==> config.mk <==
export PLATFORM = sky130hd
export DESIGN_NAME = ramp_adc_capture
export DESIGN_NICKNAME = d
export VERILOG_FILES = /design/src/rtl/ramp_adc_pkg.sv /design/src/rtl/comp_sync_filter.sv /design/src/rtl/ramp_adc_capture.sv
export SDC_FILE = /design/constraint.sdc
export NUM_CORES = 1
export LEC_CHECK = 0
export CORE_ASPECT_RATIO = 2
export CORE_UTILIZATION = 35
export CTS_BUF_LIST = sky130_fd_sc_hd__clkbuf_16
export CTS_CLUSTER_DIAMETER = 50
export DETAILED_ROUTE_END_ITERATION = 6
export GPL_TIMING_DRIVEN = 0
export PLACE_DENSITY_LB_ADDON = 0.2
export SETUP_SLACK_MARGIN = 0.3
export SYNTH_ARGS = -nofsm -noshare
export SYNTH_HDL_FRONTEND = slang
export SYNTH_SLANG_ARGS = --single-unit
==> constraint.sdc <==
create_clock -name clk -period 4.75 [get_ports clk]
set_clock_uncertainty 0.15 [all_clocks]
set_input_delay 0.475 -clock clk [delete_from_list [all_inputs] [get_ports clk]]
set_output_delay 0.475 -clock clk [all_outputs]
set_load 0.05 [all_outputs]
==> src/rtl/ramp_adc_pkg.sv <==
// Shared types for the single-slope ramp ADC capture block.
// FSM encoding and result flag codes.
package ramp_adc_pkg;

  typedef enum logic [1:0] {
    S_IDLE,
    S_DISCHARGE,
    S_RAMP,
    S_DRAIN
  } state_t;

  localparam logic [1:0] FLAG_NORMAL = 2'b00;
  localparam logic [1:0] FLAG_OVF    = 2'b01;
  localparam logic [1:0] FLAG_EARLY  = 2'b10;

endpackage

==> src/rtl/comp_sync_filter.sv <==
// Comparator synchroniser plus run-length qualifier.
// level is high once FILT_LEN consecutive synchronised samples are high.
module comp_sync_filter #(
  parameter int SYNC_STAGES = 2,
  parameter int FILT_LEN    = 3
) (
  input  logic clk,
  input  logic rst,
  input  logic comp_raw,
  output logic level,
  output logic rise
);

  localparam int RW = $clog2(FILT_LEN + 1);
  localparam logic [RW-1:0] RUN_MAX = RW'(FILT_LEN - 1);

  logic [SYNC_STAGES-1:0] sync_q;
  logic [RW-1:0]          run_q;
  logic                   level_q;
  logic                   s;

  assign s = sync_q[SYNC_STAGES-1];
  // run_q counts earlier high samples, so the current one completes the run
  assign level = s && (run_q == RUN_MAX);
  assign rise  = level && !level_q;

  always_ff @(posedge clk or posedge rst) begin
    if (rst) begin
      sync_q  <= '0;
      run_q   <= '0;
      level_q <= 1'b0;
    end else begin
      sync_q  <= {sync_q[SYNC_STAGES-2:0], comp_raw};
      level_q <= level;
      if (!s)
        run_q <= '0;
      else if (run_q != RUN_MAX)
        run_q <= run_q + 1'b1;
    end
  end

endmodule

==> src/rtl/ramp_adc_capture.sv <==
// Multi-channel single-slope ADC front end: discharge, ramp,
// timestamp filtered comparator trips, drain codes over valid/ready.
module ramp_adc_capture
  import ramp_adc_pkg::*;
#(
  parameter int CHANNELS     = 4,
  parameter int CNT_W        = 10,
  parameter int SYNC_STAGES  = 2,
  parameter int FILT_LEN     = 3,
  parameter int DISCH_CYCLES = 16
) (
  input  logic                clk,
  input  logic                rst,
  input  logic                start,
  input  logic                continuous,
  input  logic [CHANNELS-1:0] comp_in,
  output logic                ramp_discharge,
  output logic                ramp_run,
  output logic                busy,
  output logic                res_valid,
  input  logic                res_ready,
  output logic [2:0]          res_chan,
  output logic [CNT_W-1:0]    res_data,
  output logic [1:0]          res_flags
);

  localparam logic [CNT_W-1:0] CNT_MAX = '1;
  localparam int DW = $clog2(DISCH_CYCLES + 1);
  localparam logic [DW-1:0] DISCH_LAST = DW'(DISCH_CYCLES - 1);
  localparam logic [2:0] LAST_CH = 3'(CHANNELS - 1);

  state_t state_q, state_d;

  logic [DW-1:0]       disch_q;
  logic [CNT_W-1:0]    cnt_q;
  logic [2:0]          idx_q;
  logic [CHANNELS-1:0] level, rise, trip, cap_q;
  logic [CNT_W-1:0]    data_q [CHANNELS];
  logic [1:0]          flags_q [CHANNELS];
  logic                first, at_max, xfer;

  for (genvar g = 0; g < CHANNELS; g++) begin : g_ch
    comp_sync_filter #(
      .SYNC_STAGES(SYNC_STAGES),
      .FILT_LEN   (FILT_LEN)
    ) u_filt (
      .clk     (clk),
      .rst     (rst),
      .comp_raw(comp_in[g]),
      .level   (level[g]),
      .rise    (rise[g])
    );
  end

  // A level already high on the first ramp cycle counts as a trip
  assign first  = (cnt_q == '0);
  assign at_max = (cnt_q == CNT_MAX);
  assign trip   = first ? level : rise;
  assign xfer   = (state_q == S_DRAIN) && res_ready;

  always_ff @(posedge clk or posedge rst) begin
    if (rst)
      state_q <= S_IDLE;
    else
      state_q <= state_d;
  end

  always_comb begin
    state_d        = state_q;
    ramp_discharge = 1'b1;
    ramp_run       = 1'b0;
    busy           = 1'b1;
    res_valid      = 1'b0;
    res_chan       = '0;
    res_data       = '0;
    res_flags      = FLAG_NORMAL;
    unique case (state_q)
      S_IDLE: begin
        busy = 1'b0;
        if (start)
          state_d = S_DISCHARGE;
      end
      S_DISCHARGE: begin
        if (disch_q == DISCH_LAST)
          state_d = S_RAMP;
      end
      S_RAMP: begin
        ramp_discharge = 1'b0;
        ramp_run       = 1'b1;
        if ((&(cap_q | trip)) || at_max)
          state_d = S_DRAIN;
      end
      S_DRAIN: begin
        res_valid = 1'b1;
        res_chan  = idx_q;
        for (int i = 0; i < CHANNELS; i++) begin
          if (idx_q == 3'(i)) begin
            res_data  = data_q[i];
            res_flags = flags_q[i];
          end
        end
        if (res_ready && idx_q == LAST_CH)
          state_d = continuous ? S_DISCHARGE : S_IDLE;
      end
      default: state_d = S_IDLE;
    endcase
  end

  always_ff @(posedge clk or posedge rst) begin
    if (rst) begin
      disch_q <= '0;
      cnt_q   <= '0;
      idx_q   <= '0;
      cap_q   <= '0;
      for (int i = 0; i < CHANNELS; i++) begin
        data_q[i]  <= '0;
        flags_q[i] <= FLAG_NORMAL;
      end
    end else begin
      disch_q <= (state_q == S_DISCHARGE) ? disch_q + 1'b1 : '0;
      cnt_q   <= (state_q == S_RAMP) ? cnt_q + 1'b1 : '0;
      if (state_q == S_DISCHARGE) begin
        cap_q <= '0;
        for (int i = 0; i < CHANNELS; i++) begin
          data_q[i]  <= '0;
          flags_q[i] <= FLAG_NORMAL;
        end
      end
      if (state_q == S_RAMP) begin
        for (int i = 0; i < CHANNELS; i++) begin
          if (!cap_q[i]) begin
            if (trip[i]) begin
              cap_q[i]   <= 1'b1;
              data_q[i]  <= cnt_q;
              flags_q[i] <= first ? FLAG_EARLY : FLAG_NORMAL;
            end else if (at_max) begin
              cap_q[i]   <= 1'b1;
              data_q[i]  <= CNT_MAX;
              flags_q[i] <= FLAG_OVF;
            end
          end
        end
      end
      if (xfer)
        idx_q <= (idx_q == LAST_CH) ? '0 : idx_q + 1'b1;
    end
  end

endmodule
==> results.json <==
{
  "row_count": 59,
  "start_util_pct": 35.7,
  "r2r_slack_ns": 2.04,
  "antenna_found_initial": 0,
  "hold_start": "g_ch[0].u_filt.sync_q[0]$_DFF_PP0_",
  "htree_levels": 3,
  "synthFlopType": "dfrtp_1",
  "synth_cell_type_count": 44,
  "worstPathArrival_ns": 3.40,
  "yosys_register_bits": 92,
  "grt_overflow_total": 0,
  "drcViolationCount": 0,
  "combinationalPowerShare_pct": 39.0,
  "ant_nets": 0,
  "cp_max_fo": 10,
  "p_leak_uw": 0.00249,
  "first_global_vias": 3568,
  "status": "complete, no violations",
  "dp_cells": 639,
  "syn_area_sq_mm": 0.00463,
  "cts_buffers": 9,
  "clk_latency_ns": 0.34,
  "worstHoldPathType": "flop to flop",
  "synth_cells": 459,
  "critPathSlowestCell": "clkdlybuf4s50_1",
  "wirelength_um": 12000,
  "setup_viol": 0,
  "max_freq_mhz": 248,
  "maxCapViolations": 0,
  "cts_root_buffer": "clkbuf_16",
  "synth.most_common_cell": "dfrtp_1",
  "yosysWarnings": 0,
  "die-width_um": 83.4,
  "p_sw_share_pct": 38.8,
  "cts_setup_buffers": 0,
  "seq_power_share_pct": 37.7,
  "async_flop_share_pct": 100,
  "hold_buffers": 0,
  "finalNonFillerCells": 654,
  "worstSetupStartpoint": "idx_q[1]$_DFFE_PP0P_",
  "avgViaCountPerCell": 5.27,
  "wl_per_cell_um": 18.3,
  "p_per_area_mw_per_mm2": 548,
  "dieArea_sq_mm": 0.0137,
  "synth_top_area_share_pct": 49.7,
  "totalPowerFinal_uw": 2960,
  "cts_tree": "done",
  "antenna_cells": 0,
  "drt_iter0_markers": 140,
  "coreArea_sq_mm": 0.0130,
  "clockPowerShare_pct": 23.3,
  "grt_pass1_wl_um": 19100,
  "endpoint_kind": "primary output",
  "cp_data_required_time_ns": 4.12,
  "critical_path_buf_inv_count": 4,
  "ir_worst_vdd_mv": 0.241,
  "clkTransAtPathRegs_ns": 0.07,
  "power.switching_uw": 1150,
  "r2r_start": "cnt_q[0]$_DFF_PP0_",
  "cpPeakStageDelay_ns": 0.81,
  "crit_type": "flop to primary output",
  "slew_headroom_pct": 50.9,
  "gr-usage-all-layers_pct": 18.5,
  "nets": 524,
  "ys_seq_area_share_pct": 49.7,
  "cp-start-kind": "flop",
  "numPortBuffers": 27,
  "vias": 3448,
  "ios": 28,
  "synth.avg_cell_area_sq_um": 10.1,
  "synth_top_area_cell": "dfrtp_1",
  "first_pass_iters": 6,
  "fillers": 1292,
  "die_h_um": 165,
  "synth_top_cells_by_count": "dfrtp_1, a21oi_1, nand2_1, nor2b_1, nor2_1",
  "grt_max_degree": 54,
  "hold_viol": 0,
  "fin_crit_ns": 4.02,
  "clk_path_buf_depth": 2,
  "p_int_uw": 1810,
  "crit_top_cell": "clkbuf_1",
  "place_congestion": 0.833,
  "synth_edf_count": 0,
  "slew_violations": 0,
  "fin_setup_tns_ns": 0,
  "worst_pin_slew_ns": 0.736,
  "dp_hpwl_um": 8860,
  "rsz0062_at_grt": "false",
  "cp_top_family": "buffers and inverters",
  "period_share_pct": 84.7,
  "crit_chain": "inv_1 > ha_1 > clkbuf_1 > clkbuf_1 > a21oi_1 > o21ai_0 > mux2i_1 > nor2_1 > clkdlybuf4s50_1",
  "area_growth_pct": 16.5,
  "drive_gt1_share_pct": 7.37,
  "synth_area_leaders": "dfrtp_1, o22a_1, ha_1",
  "clkSinkCount": 92,
  "cts-resized-gates": 0,
  "final_util_pct": 41.6,
  "synthesis.nets": 485
}
==> cells in the final DEF (no fill, tap or decap), drive strengths merged, types with 2 or more instances in the layout <==
| cell | synthesis | routed |
|---|---|---|
| dfrtp | 92 | 92 |
| nor3 | 5 | 5 |
| nand3b | 3 | 3 |
| o32ai | 3 | 3 |
| xor2 | 4 | 4 |
| o2bb2ai | 3 | 3 |
| or3 | 5 | 5 |
| a211o | 2 | 2 |
| o22a | 31 | 31 |
| inv | 27 | 29 |
| a21oi | 34 | 34 |
| ha | 17 | 17 |
| a21o | 6 | 6 |
| clkdlybuf4s50 | 0 | 27 |
| mux2 | 3 | 3 |
| a221oi | 2 | 2 |
| mux2i | 10 | 10 |
| o21a | 2 | 2 |
| buf | 18 | 19 |
| nor4 | 2 | 2 |
| clkbuf | 14 | 23 |
| and3b | 10 | 10 |
| nor2b | 33 | 33 |
| and3 | 2 | 2 |
| and2 | 18 | 18 |
| nand2 | 33 | 33 |
| o21ai | 24 | 24 |
| clkinv | 0 | 3 |
| xnor2 | 7 | 7 |
| nand3 | 6 | 6 |
| nor2 | 32 | 32 |
==> power by group through the flow <==
stage | clock (uW) | combinational [uW] | sequential (uW)
finish | 691 | 1150 | 1120
global route | 731 | 1280 | 1140
CTS | 702 | 1170 | 1120
detailed placement | 0 | 1170 | 1130
global placement | 0 | 1140 | 1120
floorplan | 0 | 840 | 1080
==> worst register-to-register path, delay by kind of cell, from the launching register on <==
| kind | cells | cell delay, ns |
|---|---|---|
| simple gates | 3 | 0.96 |
| flops | 1 | 0.55 |
| compound gates | 2 | 0.47 |
| fa+ha+maj | 1 | 0.33 |
| buf+inv | 1 | 0.19 |
==> final cells by class <==
type / count / area (sq um) / share of cell area (%)
clock buffer: 9 / 225 / 4.17
tap: 152 / 190 / 3.52
timing repair buffer: 28 / 298 / 5.52
sequential: 92 / 2300 / 42.6
inverter: 27 / 104 / 1.92
buffer: 32 / 180 / 3.34
clock inverter: 6 / 48.8 / 0.904
multi-input combinational: 308 / 2050 / 38.0
==> stage by stage <==
| stage | worst slack, ns | instance area, sq um | hold slack [ns] |
|---|---|---|---|
| finish | 0.726 | 5400 | 0.198 |
| global route | 0.528 | 5400 | 0.212 |
| CTS | 0.745 | 5400 | 0.199 |
| detailed placement | 1.12 | 5120 | 0.185 |
| global placement | 0.196 | 5090 | 0.185 |
| floorplan | 1.73 | 4630 | 0.181 |
==> path summary, 6_finish.rpt <==
check                                                           to  cells past startpoint
max in group asynchronous                     data_q[12]$_DFF_PP0_                      3
worst min-delay path            g_ch[0].u_filt.sync_q[1]$_DFF_PP0_                      0
worst max-delay path                                   res_data[4]                      9
worst max register to register                data_q[22]$_DFF_PP0_                      7
min in group asynchronous       g_ch[1].u_filt.sync_q[1]$_DFF_PP0_                      2
worst min register to register  g_ch[0].u_filt.sync_q[1]$_DFF_PP0_                      0
==> cell families after synthesis <==
group / after synthesis / share of synthesized area [%]
simple gates: 152 / 17.7
compound gates: 115 / 17.0
flops: 92 / 49.7
buf+inv: 59 / 6.07
fa+ha+maj: 17 / 4.59
mux: 13 / 2.89
xor+xnor: 11 / 2.08
==> per-layer routing <==
layer	track usage, %	vias to the layer above	wire [um]
met4	12.9	0	775
li1	-	1650	-
met5	0	-	0
met1	19.2	1695	4550
met3	3.15	38	264
met2	33.7	65	6410
==> flip-flops by register name (all words and copies together), names as in the netlist <==
register,cells
g_ch.u_filt.run_q,8
cap_q,4
idx_q,3
disch_q,5
data_q,40
g_ch.u_filt.sync_q,8
flags_q,8
g_ch.u_filt.level_q,4
cnt_q,10
state_q,2
Note: power is estimated with default switching activity, not from simulation.
